## src/rtl/vcap_pkg.sv

```systemverilog
// vcap_pkg: shared constants and types for the video capture front end.
//   H_ACTIVE_DEF / V_ACTIVE_DEF : default active field size (720 x 240)
//   H_OUT / V_OUT               : decimated output size (180 x 120)
//   H_DECIM / V_DECIM           : decimation factors (4 horizontal, 2 vertical)
//   cap_state_e                 : capture FSM states
package vcap_pkg;

    localparam int H_ACTIVE_DEF = 720;
    localparam int V_ACTIVE_DEF = 240;
    localparam int H_OUT        = 180;
    localparam int V_OUT        = 120;
    localparam int H_DECIM      = 4;
    localparam int V_DECIM      = 2;

    typedef enum logic [1:0] {
        ST_WAIT_VS = 2'd0,
        ST_WAIT_HS = 2'd1,
        ST_LINE    = 2'd2
    } cap_state_e;

endpackage

```

## src/rtl/vcap_hdecim.sv

```systemverilog
// vcap_hdecim: 4:1 horizontal group collector.
// Latches Cb at group phase 0 and Cr at phase 1, and produces the luma value
// and an emit strobe on phase 3. The emitted values are combinational here and
// registered by the parent.
// Configuration macro VCAP_LUMA_AVG_EN: when defined, luma is the rounded mean
// of the four samples; otherwise luma is the phase-0 sample.
// Ports:
//   clk_llc2, resetx : pixel clock, async active-low reset
//   i_act            : a valid pixel sample is present this cycle
//   i_idx            : pixel index within the line
//   i_cap            : current line is captured
//   i_y, i_c         : luma and chroma of the current sample
//   o_emit           : group complete, output pixel valid
//   o_y, o_cb, o_cr  : decimated pixel components
module vcap_hdecim
    import vcap_pkg::*;
#(
    parameter int H_ACTIVE = H_ACTIVE_DEF,
    parameter int HW       = 10
) (
    input  logic          clk_llc2,
    input  logic          resetx,
    input  logic          i_act,
    input  logic [HW-1:0] i_idx,
    input  logic          i_cap,
    input  logic [7:0]    i_y,
    input  logic [7:0]    i_c,
    output logic          o_emit,
    output logic [7:0]    o_y,
    output logic [7:0]    o_cb,
    output logic [7:0]    o_cr
);

    localparam logic [HW-1:0] H_LIM = HW'(H_ACTIVE);

    logic [1:0] w_phase;
    logic [7:0] r_cb;
    logic [7:0] r_cr;

    assign w_phase = i_idx[1:0];
    // Samples past the active width never complete a group.
    assign o_emit  = i_act & i_cap & (w_phase == 2'd3) & (i_idx < H_LIM);
    assign o_cb    = r_cb;
    assign o_cr    = r_cr;

    // Chroma latch: Cb rides on even samples, Cr on odd ones.
    always_ff @(posedge clk_llc2 or negedge resetx) begin
        if (!resetx) begin
            r_cb <= 8'd0;
            r_cr <= 8'd0;
        end else if (i_act) begin
            case (w_phase)
                2'd0:    r_cb <= i_c;
                2'd1:    r_cr <= i_c;
                default: r_cb <= r_cb;
            endcase
        end
    end

`ifdef VCAP_LUMA_AVG_EN
    logic [9:0] r_acc;
    logic [9:0] w_sum;

    // Running luma sum of phases 0..2; phase 3 is added combinationally.
    always_ff @(posedge clk_llc2 or negedge resetx) begin
        if (!resetx) begin
            r_acc <= 10'd0;
        end else if (i_act) begin
            case (w_phase)
                2'd0:       r_acc <= {2'b00, i_y};
                2'd1, 2'd2: r_acc <= r_acc + {2'b00, i_y};
                default:    r_acc <= r_acc;
            endcase
        end
    end

    // Max 4*255+2 = 1022, so the 10-bit sum cannot overflow.
    assign w_sum = r_acc + {2'b00, i_y} + 10'd2;
    assign o_y   = w_sum[9:2];
`else
    logic [7:0] r_y;

    // Luma of the first sample in each group.
    always_ff @(posedge clk_llc2 or negedge resetx) begin
        if (!resetx) begin
            r_y <= 8'd0;
        end else if (i_act && (w_phase == 2'd0)) begin
            r_y <= i_y;
        end
    end

    assign o_y = r_y;
`endif

endmodule

```

## src/rtl/vcap_field_decimator.sv

```systemverilog
// vcap_field_decimator: SAA7111A capture front end.
// Registers decoder pins, captures odd fields only, keeps every second line and
// every fourth pixel group, and emits a coordinate-tagged pixel stream with
// sof/eol/eof markers and a malformed-line pulse.
// Configuration macro VCAP_LUMA_AVG_EN (in vcap_hdecim): 4-sample luma average.
// Ports:
//   clk_llc2, resetx            : pixel clock, async active-low reset
//   i_vref, i_href, i_odd       : decoder sync / field flag
//   i_vpo[15:0]                 : Y in [15:8], alternating Cb/Cr in [7:0]
//   o_pix_valid                 : one-cycle output pixel strobe
//   o_pix_y/cb/cr, o_pix_x,
//   o_pix_line                  : pixel components and coordinates (held)
//   o_sof, o_eol                : first pixel of field / last pixel of row
//   o_eof                       : end of captured field
//   o_line_err                  : short or long captured line
//   o_field_cnt                 : captured field counter (wraps)
module vcap_field_decimator
    import vcap_pkg::*;
#(
    parameter int H_ACTIVE = H_ACTIVE_DEF,
    parameter int V_ACTIVE = V_ACTIVE_DEF
) (
    input  logic        clk_llc2,
    input  logic        resetx,
    input  logic        i_vref,
    input  logic        i_href,
    input  logic        i_odd,
    input  logic [15:0] i_vpo,
    output logic        o_pix_valid,
    output logic [7:0]  o_pix_y,
    output logic [7:0]  o_pix_cb,
    output logic [7:0]  o_pix_cr,
    output logic [7:0]  o_pix_x,
    output logic [6:0]  o_pix_line,
    output logic        o_sof,
    output logic        o_eol,
    output logic        o_eof,
    output logic        o_line_err,
    output logic [7:0]  o_field_cnt
);

    // hcnt saturates at H_ACTIVE+1 so the long-line index H_ACTIVE is seen once.
    localparam int HW = $clog2(H_ACTIVE + 2);
    localparam int VW = $clog2(V_ACTIVE + 1);
    localparam logic [HW-1:0] H_LIM  = HW'(H_ACTIVE);
    localparam logic [VW-1:0] V_LIM  = VW'(V_ACTIVE);
    localparam logic [7:0]    X_LAST = 8'(H_ACTIVE / H_DECIM - 1);

    logic        r_vref, r_href, r_odd, r_vref_d, r_href_d;
    logic [15:0] r_vpo;
    logic [1:0]  r_vld;
    cap_state_e  r_state, w_next;
    logic [HW-1:0] r_hcnt, w_hidx;
    logic [VW-1:0] r_vcnt;
    logic        r_cap, r_eof_pend;
    logic [6:0]  r_line;
    logic        w_vrise, w_vfall, w_hrise, w_act, w_line_start;
    logic        w_vend, w_lerr, w_eof_now, w_emit;
    logic [7:0]  w_x, w_y, w_cb, w_cr;

    // Input stage plus one-cycle history for edge detection.
    always_ff @(posedge clk_llc2 or negedge resetx) begin
        if (!resetx) begin
            r_vref   <= 1'b0;
            r_href   <= 1'b0;
            r_odd    <= 1'b0;
            r_vpo    <= 16'd0;
            r_vref_d <= 1'b0;
            r_href_d <= 1'b0;
            r_vld    <= 2'b00;
        end else begin
            r_vref   <= i_vref;
            r_href   <= i_href;
            r_odd    <= i_odd;
            r_vpo    <= i_vpo;
            r_vref_d <= r_vref;
            r_href_d <= r_href;
            r_vld    <= {r_vld[0], 1'b1};
        end
    end

    // vref edges only count once both history taps hold real pin samples, so a
    // reset released mid-field cannot fake a rising edge.
    assign w_vrise = r_vref & ~r_vref_d & r_vld[1];
    assign w_vfall = ~r_vref & r_vref_d & r_vld[1];
    assign w_hrise = r_href & ~r_href_d;
    assign w_vend  = w_vfall & (r_state != ST_WAIT_VS);

    // Next-state logic; the href rising cycle already carries pixel 0.
    always_comb begin
        w_next       = r_state;
        w_act        = 1'b0;
        w_hidx       = r_hcnt;
        w_line_start = 1'b0;
        case (r_state)
            ST_WAIT_VS: begin
                if (w_vrise && r_odd) w_next = ST_WAIT_HS;
                else                  w_next = ST_WAIT_VS;
            end
            ST_WAIT_HS: begin
                if (w_vfall) begin
                    w_next = ST_WAIT_VS;
                end else if (w_hrise) begin
                    w_next       = ST_LINE;
                    w_act        = 1'b1;
                    w_hidx       = '0;
                    w_line_start = 1'b1;
                end else begin
                    w_next = ST_WAIT_HS;
                end
            end
            ST_LINE: begin
                // A sample arriving with the vref fall is still processed.
                w_act = r_href;
                if (w_vfall)      w_next = ST_WAIT_VS;
                else if (!r_href) w_next = ST_WAIT_HS;
                else              w_next = ST_LINE;
            end
            default: w_next = ST_WAIT_VS;
        endcase
    end

    // Short line at href fall or long line at index H_ACTIVE; vref abort is silent.
    assign w_lerr = r_cap & ~w_vfall &
                    (((r_state == ST_LINE) & ~r_href & (r_hcnt < H_LIM)) |
                     (w_act & (w_hidx == H_LIM)));
    // If the last pixel shares the vref-fall cycle, eof slips one cycle behind it.
    assign w_eof_now = (w_vend & ~w_emit) | r_eof_pend;
    assign w_x       = 8'(w_hidx >> 2);

    vcap_hdecim #(
        .H_ACTIVE (H_ACTIVE),
        .HW       (HW)
    ) u_hdecim (
        .clk_llc2 (clk_llc2),
        .resetx   (resetx),
        .i_act    (w_act),
        .i_idx    (w_hidx),
        .i_cap    (r_cap),
        .i_y      (r_vpo[15:8]),
        .i_c      (r_vpo[7:0]),
        .o_emit   (w_emit),
        .o_y      (w_y),
        .o_cb     (w_cb),
        .o_cr     (w_cr)
    );

    // FSM state register.
    always_ff @(posedge clk_llc2 or negedge resetx) begin
        if (!resetx) r_state <= ST_WAIT_VS;
        else         r_state <= w_next;
    end

    // Pixel and line counters; line capture decided at each href rise.
    always_ff @(posedge clk_llc2 or negedge resetx) begin
        if (!resetx) begin
            r_hcnt <= '0;
            r_vcnt <= '0;
            r_cap  <= 1'b0;
            r_line <= 7'd0;
        end else begin
            if (w_act && (w_hidx <= H_LIM)) r_hcnt <= w_hidx + HW'(1);
            if (r_state == ST_WAIT_VS) begin
                r_vcnt <= '0;
                r_cap  <= 1'b0;
            end else if (w_line_start) begin
                r_cap  <= ~r_vcnt[0] & (r_vcnt < V_LIM);
                r_line <= 7'(r_vcnt >> 1);
                if (r_vcnt != V_LIM) r_vcnt <= r_vcnt + VW'(1);
            end
        end
    end

    // Registered outputs; pixel fields hold between strobes.
    always_ff @(posedge clk_llc2 or negedge resetx) begin
        if (!resetx) begin
            o_pix_valid <= 1'b0;
            o_pix_y     <= 8'd0;
            o_pix_cb    <= 8'd0;
            o_pix_cr    <= 8'd0;
            o_pix_x     <= 8'd0;
            o_pix_line  <= 7'd0;
            o_sof       <= 1'b0;
            o_eol       <= 1'b0;
            o_eof       <= 1'b0;
            o_line_err  <= 1'b0;
            o_field_cnt <= 8'd0;
            r_eof_pend  <= 1'b0;
        end else begin
            o_pix_valid <= w_emit;
            if (w_emit) begin
                o_pix_y    <= w_y;
                o_pix_cb   <= w_cb;
                o_pix_cr   <= w_cr;
                o_pix_x    <= w_x;
                o_pix_line <= r_line;
            end
            o_sof      <= w_emit & (w_x == 8'd0) & (r_line == 7'd0);
            o_eol      <= w_emit & (w_x == X_LAST);
            o_eof      <= w_eof_now;
            o_line_err <= w_lerr;
            r_eof_pend <= w_vend & w_emit;
            if (w_eof_now) o_field_cnt <= o_field_cnt + 8'd1;
        end
    end

endmodule

```

## config.mk

```make
export PLATFORM = sky130hd
export DESIGN_NAME = vcap_field_decimator
export DESIGN_NICKNAME = d
export VERILOG_FILES = /design/src/rtl/vcap_pkg.sv /design/src/rtl/vcap_hdecim.sv /design/src/rtl/vcap_field_decimator.sv
export SDC_FILE = /design/constraint.sdc
export NUM_CORES = 1
export LEC_CHECK = 0
export ABC_AREA = 1
export BUFFER_PORTS_ARGS = -buffer_cell sky130_fd_sc_hd__buf_2
export CAP_MARGIN = 20
export CORE_MARGIN = 2
export CORE_UTILIZATION = 25
export DETAILED_ROUTE_END_ITERATION = 8
export GPL_TIMING_DRIVEN = 0
export PLACE_DENSITY = 0.44
export SLEW_MARGIN = 20
export SYNTH_ARGS = -nofsm -noshare
export SYNTH_HDL_FRONTEND = slang
export SYNTH_HIERARCHICAL = 1
export SYNTH_SLANG_ARGS = --single-unit
```

## constraint.sdc

```tcl
create_clock -name clk_llc2 -period 2.6 [get_ports clk_llc2]
set_clock_uncertainty 0.1 [all_clocks]
set_input_delay 0.13 -clock clk_llc2 [delete_from_list [all_inputs] [get_ports clk_llc2]]
set_output_delay 0.13 -clock clk_llc2 [all_outputs]
set_load 0.1 [all_outputs]
```

==> results of run 1 <==
-- metal layers --
metal | wire (um) | GRT usage, % | vias up
li1 | - | - | 2108
met4 | 233 | 4.94 | 0
met5 | 0 | 0 | -
met2 | 6340 | 19.7 | 88
met3 | 632 | 3.07 | 16
met1 | 6220 | 15.6 | 2022
-- stage by stage --
| stage | TNS (ps) | hold slack (ps) | setup WS [ps] | total power [mW] | instances |
|---|---|---|---|---|---|
| finish | 0 | 54.0 | 140 | 5.41 | 1002 |
| detailed placement | -32030 | -90.3 | -816 | 3.00 | 939 |
| CTS | 0 | 61.5 | 3.31 | 5.46 | 1001 |
| global placement | -88530 | 139 | -839 | 2.97 | 938 |
| global route | -34.0 | 76.7 | -16.0 | 5.68 | 1002 |
| floorplan | 0 | -266 | 36.5 | 2.79 | 586 |
-- area by class of cell --
cell class,count,area [um^2]
repair buffers,106,716
plain buffers,16,153
fillers,2285,14400
well taps,280,350
flip-flops and latches,128,3200
clock inverters,11,130
multi-input cells,381,2080
clock buffers,20,457
inverters,60,238
-- how the worst max path moves through the flow --
stage                     slack (ps)                          to
after floorplan                   40  o_field_cnt[5]$_DFFE_PN0P_
after global placement          -840             o_sof$_DFF_PN0_
after detailed placement        -820   o_pix_line[6]$_DFFE_PN0P_
after CTS                          3  o_field_cnt[1]$_DFFE_PN0P_
after global routing             -20     o_pix_cb[2]$_DFFE_PN0P_
final                            140  o_field_cnt[1]$_DFFE_PN0P_
-- registers in the layout, summed over array words and instances, names as in the netlist, 2 cells and up --
register and flops:
o_pix_y 8, u_hdecim/o_cb 8, o_pix_line 7, r_state 2, u_hdecim/o_y 8, u_hdecim/o_cr 8
r_vcnt 8, r_vld 2, r_line 7, r_hcnt 10, o_pix_cr 8, r_vpo 16
o_pix_x 8, o_field_cnt 8, o_pix_cb 8
-- cells in the final DEF, fill, tap and decap left out, types with 4 or more instances in the layout --
cell type      instances
dfrtp_1              127
nor2_4                 8
clkbuf_8               4
nor3_1                 7
dlygate4sd3_1         20
ha_1                   6
buf_6                  5
buf_2                 72
nor2_2                 7
o21ai_0               26
nand3_1               31
nor2_1                12
clkinvlp_4             4
nand2_4                9
buf_4                 10
clkbuf_16             17
o21ai_1               10
inv_2                  6
nand2_2                5
nand2_1              198
nand3_2                7
inv_1                 52
a21oi_1                4
nand4_1                7
xor2_1                 6
clkbuf_1               4
o21ai_2               15
-- critical path, cell delays in order (launching register included) --
cell and delay, ps:
dfrtp_2 430, inv_2 70, ha_2 200, nand2_1 120
nand2_4 100, nand2_4 80, inv_6 150, nand4_1 170
nor2_2 210, buf_8 160, inv_8 40, nand3_2 80
nand2_4 100, mux2_1 320
-- timing repair --
item                       in CTS  in global routing
setup endpoints to repair      60                 59
resized for setup              34                 22
setup buffers                  11                  2
pin swaps                       7                  6
hold buffers                   20                  0
hold endpoints to repair      147                  0
-- where the power goes --
part / leakage, nW / internal, mW / switching [mW] / total (mW)
logic: 1.74 / 0.245 / 0.502 / 0.747
registers: 1.72 / 2.16 / 0.121 / 2.28
clock network: 0.275 / 1.46 / 0.915 / 2.38
total: 3.73 / 3.87 / 1.54 / 5.41
==> results.yml, run 1 <==
run_status:
  run_status: "completed"
yosys:
  synth_nets: 615
  syn_inst: 586
  yosys_warnings: 6
  avgSynthCellArea_um2: 9.40
  syn-cell-area_mm2: 0.00551
layout:
  synthToLayoutAreaGrowth_pct: 33.0
  drive_above_1_share_pct: 27.7
  utilization_pct: 33.7
  stdcell_area_mm2: 0.00733
  final_nets: 739
  diodes: 0
sta:
  slew_viol_final: 0
  worst_pin_slew_ps: 527
  slew_headroom_pct: 65.1
  hold_viol_final: 0
  fmax_mhz: 407
  post-route-period-util_pct: 94.6
  period_minus_slack_ps: 2460
  setup_viol: 0
power_and_ir_drop:
  ir_drop_v: 0.000405
  leakage_nw: 3.73
  p_per_area_mw_per_mm2: 738
clocking:
  tritoncts: "built"
  cts.clk_slew.worst_paths_ps: 60
  cts_sinks: 128
  cts_htree_levels: 4
  clockBufferDepth: 2
  clkLatencyLatePin_ps: 420
  cts_buffers: 17
  clk_root_buffer_cell: "clkbuf_16"
die:
  core_mm2: 0.0218
  io_pins: 73
  row_count: 54
  dieWidth_um: 152
  die_h_um: 152
  start_util_pct: 25.3
  die_area_mm2: 0.0232
place:
  place_congestion: 0.798
  io_buffers: 72
  placed_area_mm2: 0.00626
  dp_hpwl_um: 9340
route:
  avgRoutedWirePerCell_um: 13.4
  route.vias.total: 4234
  first_iter_violations: 236
  wirelength_um: 13400
  drc: 0
  dr.pass1.iters: 4
  via_per_inst: 4.23
  drtAntennaViolNets: 0
global_routing:
  grt_usage_pct: 12.2
  overflow: 0
  grt_pass1_wl_um: 22500
  antenna_found_initial: 0
  grt_pass1_vias: 4432
  grt_start_max_net_pins: 101
critical_path:
  r2r_end: "o_field_cnt[1]$_DFFE_PN0P_"
  cp_max_fo: 12
  rrSetupSlack_ps: 140
  cp-startpoint: "r_state[0]$_DFF_PN0_"
  end_kind: "flop"
  worstPathArrival_ps: 2660
  crit_required_ps: 2800
  worst_r2r_startpoint: "r_state[0]$_DFF_PN0_"
  r2r_cells: 13
  startpoint_type: "flop"
  path_class: "flop to flop"
run:
  drv_cap: 0
hold_path:
  holdCritPathClass: "input pin to asynchronous set/reset pin"
No activity file was read; power rests on OpenSTA's default activity.
==> inputs of run 2 (changes only) <==
--- a/config.mk
+++ b/config.mk
@@ -5,14 +5,13 @@
 export SDC_FILE = /design/constraint.sdc
 export NUM_CORES = 1
 export LEC_CHECK = 0
-export ABC_AREA = 1
 export BUFFER_PORTS_ARGS = -buffer_cell sky130_fd_sc_hd__buf_2
 export CAP_MARGIN = 20
 export CORE_MARGIN = 2
 export CORE_UTILIZATION = 25
 export DETAILED_ROUTE_END_ITERATION = 8
 export GPL_TIMING_DRIVEN = 0
-export PLACE_DENSITY = 0.44
+export PLACE_DENSITY = 0.45
 export SLEW_MARGIN = 20
 export SYNTH_ARGS = -nofsm -noshare
 export SYNTH_HDL_FRONTEND = slang
==> run 2 against run 1 <==
Clock power increased by 9.2%. The run now ends with setup timing left. Critical endpoint is now o_pix_x[2]$_DFFE_PN0P_. Highest routed layer unchanged. Clock-buffer cell count shrank 2. Area after synthesis decreased by 5.9%. Utilization grew 2.4 points.
==> results.yml, run 2 <==
run_status:
  run_status: "finished, violations left"
  failed_checks: "setup timing"
power_and_ir_drop:
  seq_power_share_pct: 40.0
  clkPwrFrac_pct: 43.8
  ir_drop_v: 0.000464
  switching_power_mw: 1.65
  p_sw_share_pct: 27.9
  combPwrFrac_pct: 16.2
  p_per_area_mw_per_mm2: 810
  internal_power_mw: 4.28
  leakage_nw: 3.62
critical_path:
  cp-startpoint: "r_state[1]$_DFF_PN0_"
  worstPathArrival_ps: 3020
  startpoint_type: "flop"
  worst_r2r_startpoint: "r_state[1]$_DFF_PN0_"
  cp_max_fo: 6
  end_kind: "flop"
  crit_required_ps: 2800
  path_class: "flop to flop"
sta:
  rsz0062_at_grt: "yes"
  hold_viol_final: 0
  slew_headroom_pct: 46.4
  slew_viol_final: 0
  fmax_mhz: 355
  worst_pin_slew_ps: 796
  setup_viol: 48
  fin_ws_ps: -218
  period_minus_slack_ps: 2820
  post-route-period-util_pct: 108
layout:
  regArea_mm2: 0.00320
  diodes: 0
  stdcell_area_mm2: 0.00733
  final_nets: 544
  fillers: 2031
  final_common_cell: "dfrtp_1"
  reg_top3: "r_vpo: 16 flops, r_hcnt: 10 flops"
  mostFrequentLayoutCells: "dfrtp_1, buf_2, mux2_2"
  utilization_pct: 36.1
  drive_above_1_share_pct: 47.0
  largest_register_ffs: 16
  synthToLayoutAreaGrowth_pct: 41.3
  regMostFlops: "r_vpo"
  multiInputGateArea_mm2: 0.00209
die:
  start_util_pct: 25.5
  core_mm2: 0.0203
  die_h_um: 148
  row_count: 52
  die_area_mm2: 0.0219
  dieWidth_um: 148
  io_pins: 73
place:
  placed_area_mm2: 0.00599
  io_buffers: 72
  place_congestion: 0.797
  dp_hpwl_um: 7740
yosys:
  synthMuxAreaShare_pct: 16.2
  synth-compound-area-share_pct: 4.08
  syn-cell-area_mm2: 0.00518
  ys_seq_area_share_pct: 61.8
  synth-seq-cells: 128
  synth_common_cells: "dfrtp_1, mux2_2, nand3_1"
  yosys_warnings: 6
  synth_nets: 408
  synth_most_common_cell: "dfrtp_1"
  yosys.area_share.adder_pct: 1.93
  netlist.area_leader.share_pct: 61.8
  synth-simple-area-share_pct: 11.6
  synthTopCellsByArea: "dfrtp_1, mux2_2, ha_1"
  synth_edf_count: 0
  synth_ff_type: "dfrtp_1"
  synth.distinct_cells: 54
  avgSynthCellArea_um2: 13.7
  synth_top_family_by_area: "multiplexers"
  post_synth_xor_area_fraction_pct: 2.20
  async_flop_share_pct: 100
  syn_inst: 379
  yosys.area.top_type: "dfrtp_1"
global_routing:
  grt_pass1_vias: 3651
  overflow: 0
  grt_start_max_net_pins: 87
  grt_pass1_wl_um: 19700
  antenna_found_initial: 0
  grt_usage_pct: 11.6
route:
  dr.pass1.iters: 4
  wirelength_um: 12100
  drc: 0
  route.vias.total: 3494
  first_iter_violations: 276
  avgRoutedWirePerCell_um: 15.2
  drtAntennaViolNets: 0
  via_per_inst: 4.38
clocking:
  tritoncts: "built"
  clk_root_buffer_cell: "clkbuf_16"
  cts_htree_levels: 4
  clkLatencyLatePin_ps: 420
  cts_sinks: 128
  cts_buffers: 17
  cts.clk_slew.worst_paths_ps: 60
  clockBufferDepth: 2
run:
  drv_cap: 0
hold_path:
  holdCritPathClass: "input pin to asynchronous set/reset pin"
run 2: what timing repair did:
action                     CTS  global route
hold endpoints to repair   147             0
gates resized for setup     26            38
hold buffers                20             0
setup buffers               17             6
pin swaps                   10             9
cloned                       1             1
setup endpoints to repair   79            54
run 2: area by class of cell:
cell class	count	share of cell area, %
Tap cell	270	4.61
Sequential cell	128	43.7
Timing Repair Buffer	118	11.5
Clock buffer	18	5.99
Inverter	5	0.256
Clock inverter	14	2.80
Multi-Input combinational cell	230	28.6
Buffer	15	2.56
run 2: power by group through the flow:
stage / registers [mW] / clock network, mW / logic, mW
global route: 2.40 / 2.76 / 1.05
finish: 2.37 / 2.60 / 0.962
global placement: 2.39 / 0 / 0.788
detailed placement: 2.40 / 0 / 0.810
floorplan: 2.53 / 0 / 0.448
CTS: 2.37 / 2.66 / 0.925
run 2: worst paths after layout:
check                      slack, ps                      to  cells past startpoint
max reg2reg                     -220  o_pix_x[2]$_DFFE_PN0P_                     13
min reg2reg                      240      r_vld[1]$_DFF_PN0_                      0
max                             -220  o_pix_x[2]$_DFFE_PN0P_                     13
max in group asynchronous       1590      r_vld[0]$_DFF_PN0_                      3
min in group clk_llc2            240      r_vld[1]$_DFF_PN0_                      0
min                               80  o_pix_y[5]$_DFFE_PN0P_                      2
run 2: metal layers:
metal | GRT usage, % | routed length, um
met3 | 3.86 | 684
met5 | 0 | 0
met1 | 15.6 | 5580
met4 | 4.33 | 190
met2 | 17.4 | 5690
run 2: per-stage QoR:
step                setup slack (ps)  setup TNS [ps]  power [mW]  instances  hold slack (ps)
floorplan                       -116           -1250        2.98        379             -266
global placement                -814          -83860        3.18        721              139
detailed placement              -844          -35420        3.21        722            -51.5
CTS                             -187           -7220        5.95        791             98.3
global route                    -329          -13690        6.22        798              126
finish                          -218           -8330        5.94        798             82.1
run 2: kinds of logic after synthesis:
logic type      count (synthesis)
buf+inv                        21
simple gates                  103
xor+xnor                       13
compound gates                 30
flops                         128
fa+ha+maj                       8
mux                            75
other cells                     1
run 2: worst max-delay path: stages (launching register included):
cell and delay [ps]:
dfrtp_1 380, inv_2 80, ha_4 130, nor2b_4 180, nand3_4 110, buf_8 140, buf_6 110, and2_4 130
o2111a_1 240, a211oi_2 250, clkbuf_8 220, buf_4 140, clkbuf_16 150, mux2_2 330
==> inputs of run 3 (changes only) <==
--- a/config.mk
+++ b/config.mk
@@ -12,6 +12,7 @@
 export DETAILED_ROUTE_END_ITERATION = 8
 export GPL_TIMING_DRIVEN = 0
 export PLACE_DENSITY = 0.45
+export RECOVER_POWER = 25
 export SLEW_MARGIN = 20
 export SYNTH_ARGS = -nofsm -noshare
 export SYNTH_HDL_FRONTEND = slang
==> run 3 against run 2 <==
The flow still finishes with violations (setup timing). Combinational power barely moved. Worst hold slack better by 160 ps. Total power hardly changed. Wire length hardly changed. Sequential power barely moved. Clock power about the same. Utilization decreased by 0.056 points. Critical path depth unchanged.
==> results.yml, run 3 (synthesis results as in run 2) <==
layout:
  reg_top3: "r_vpo: 16 flops, r_hcnt: 10 flops"
  final_nets: 544
  mostFrequentLayoutCells: "dfrtp_1, buf_2, mux2_2"
  drive_above_1_share_pct: 46.8
  diodes: 0
  synthToLayoutAreaGrowth_pct: 41.1
  fillers: 2033
  regMostFlops: "r_vpo"
  stdcell_area_mm2: 0.00731
  final_common_cell: "dfrtp_1"
  largest_register_ffs: 16
route:
  route.vias.total: 3494
  via_per_inst: 4.38
  first_iter_violations: 244
  avgRoutedWirePerCell_um: 15.2
  drtAntennaViolNets: 0
  wirelength_um: 12100
  dr.pass1.iters: 4
  drc: 0
clocking:
  cts.clk_slew.worst_paths_ps: 60
  cts_sinks: 128
  clkLatencyLatePin_ps: 420
  cts_htree_levels: 4
  cts_buffers: 17
  tritoncts: "built"
  clk_root_buffer_cell: "clkbuf_16"
  clockBufferDepth: 2
global_routing:
  overflow: 0
  grt_pass1_vias: 3651
  grt_pass1_wl_um: 19700
  grt_usage_pct: 11.6
  antenna_found_initial: 0
  grt_start_max_net_pins: 87
critical_path:
  cp-startpoint: "r_state[1]$_DFF_PN0_"
  worst_r2r_startpoint: "r_state[1]$_DFF_PN0_"
  end_kind: "flop"
  cp_max_fo: 6
  path_class: "flop to flop"
  rrSetupSlack_ps: -220
  crit_required_ps: 2800
  startpoint_type: "flop"
  crit_end: "o_pix_x[2]$_DFFE_PN0P_"
  r2r_cells: 13
  worstPathArrival_ps: 3020
  r2r_end: "o_pix_x[2]$_DFFE_PN0P_"
sta:
  fin_ws_ps: -218
  post-route-period-util_pct: 108
  hold_viol_final: 0
  fmax_mhz: 355
  setup_viol: 48
  period_minus_slack_ps: 2820
  slew_headroom_pct: 24.4
  rsz0062_at_grt: "yes"
  worst_pin_slew_ps: 1130
  slew_viol_final: 0
die:
  die_area_mm2: 0.0219
  die_h_um: 148
  dieWidth_um: 148
  core_mm2: 0.0203
  row_count: 52
  io_pins: 73
  start_util_pct: 25.5
run_status:
  run_status: "finished, violations left"
  failed_checks: "setup timing"
hold_path:
  holdCritPathClass: "flop to flop"
power_and_ir_drop:
  internal_power_mw: 4.28
  p_per_area_mw_per_mm2: 811
  leakage_nw: 3.61
  fin_total_pwr_mw: 5.93
  seq_power_share_pct: 40.0
  clkPwrFrac_pct: 43.8
  p_sw_share_pct: 27.9
  ir_drop_v: 0.000464
  switching_power_mw: 1.65
  combPwrFrac_pct: 16.2
place:
  placed_area_mm2: 0.00599
  place_congestion: 0.797
  io_buffers: 72
  dp_hpwl_um: 7740
run:
  drv_cap: 0
==> run 3: cell count changes in the layout (fill, tap and decap cells not counted), sizes merged <==
cell and change:
clkbuf +3, buf -3
==> run 3: worst max-delay path, stage by stage, from the launching register on <==
cell	delay [ps]
dfrtp_1	380
inv_2	80
ha_4	130
nor2b_4	180
nand3_4	110
buf_8	140
buf_6	110
and2_4	130
o2111a_1	240
a211oi_2	250
clkbuf_8	220
buf_4	140
clkbuf_16	150
mux2_2	330
==> run 3: repair_timing <==
item                                    4_1_cts  5_1_grt
cloned                                        1        1
endpoints found under the setup margin       79       54
setup buffers                                17        6
pin swaps                                    10        9
hold buffers                                 20        0
endpoints found under the hold margin       147        0
gates resized for setup                      26       38
==> run 3: area by class of cell <==
type	count	area [um^2]	area share, %
clock buffers	18	439	6.00
well taps	270	338	4.62
multi-input cells	230	2090	28.6
flip-flops and latches	128	3200	43.8
clock inverters	14	205	2.81
repair buffers	118	830	11.3
plain buffers	15	188	2.57
inverters	5	18.8	0.257
==> run 3: stage by stage <==
stage | std cells | hold slack, ps | setup TNS, ps | util, % | setup slack, ps
floorplan | 379 | -266 | -1250 | - | -116
global placement | 721 | 139 | -83860 | 29.3 | -814
detailed placement | 722 | -51.5 | -35420 | 29.5 | -844
CTS | 791 | 98.3 | -7220 | 34.9 | -187
global route | 798 | 231 | -13690 | 36.0 | -329
finish | 798 | 243 | -8330 | 36.0 | -218
==> run 3: power groups by stage <==
stage | logic [mW] | registers (mW) | clock network [mW]
after floorplan | 0.448 | 2.53 | 0
after global routing | 1.05 | 2.40 | 2.76
after detailed placement | 0.810 | 2.40 | 0
final | 0.960 | 2.37 | 2.60
after global placement | 0.788 | 2.39 | 0
after CTS | 0.925 | 2.37 | 2.66
==> run 3: worst min path at each step <==
stage / from / endpoint / cells after the start
finish: r_vld[0]$_DFF_PN0_ / r_vld[1]$_DFF_PN0_ / 0
global route: i_vpo[1] / r_vpo[1]$_DFF_PN0_ / 2
CTS: resetx / u_hdecim/o_y[5]$_DFFE_PN0P_ / 2
detailed placement: resetx / o_pix_y[5]$_DFFE_PN0P_ / 1
global placement: i_vpo[11] / r_vpo[11]$_DFF_PN0_ / 1
floorplan: resetx / o_eof$_DFF_PN0_ / 0
==> run 3: layer usage <==
layer	GRT usage (%)	vias to the layer above	part of all wire [%]	wire length [um]
met1	15.6	1754	46	5580
li1	-	1629	-	-
met3	3.86	15	5.6	684
met4	4.33	0	1.6	190
met2	17.4	96	47	5690
met5	0	-	0	0
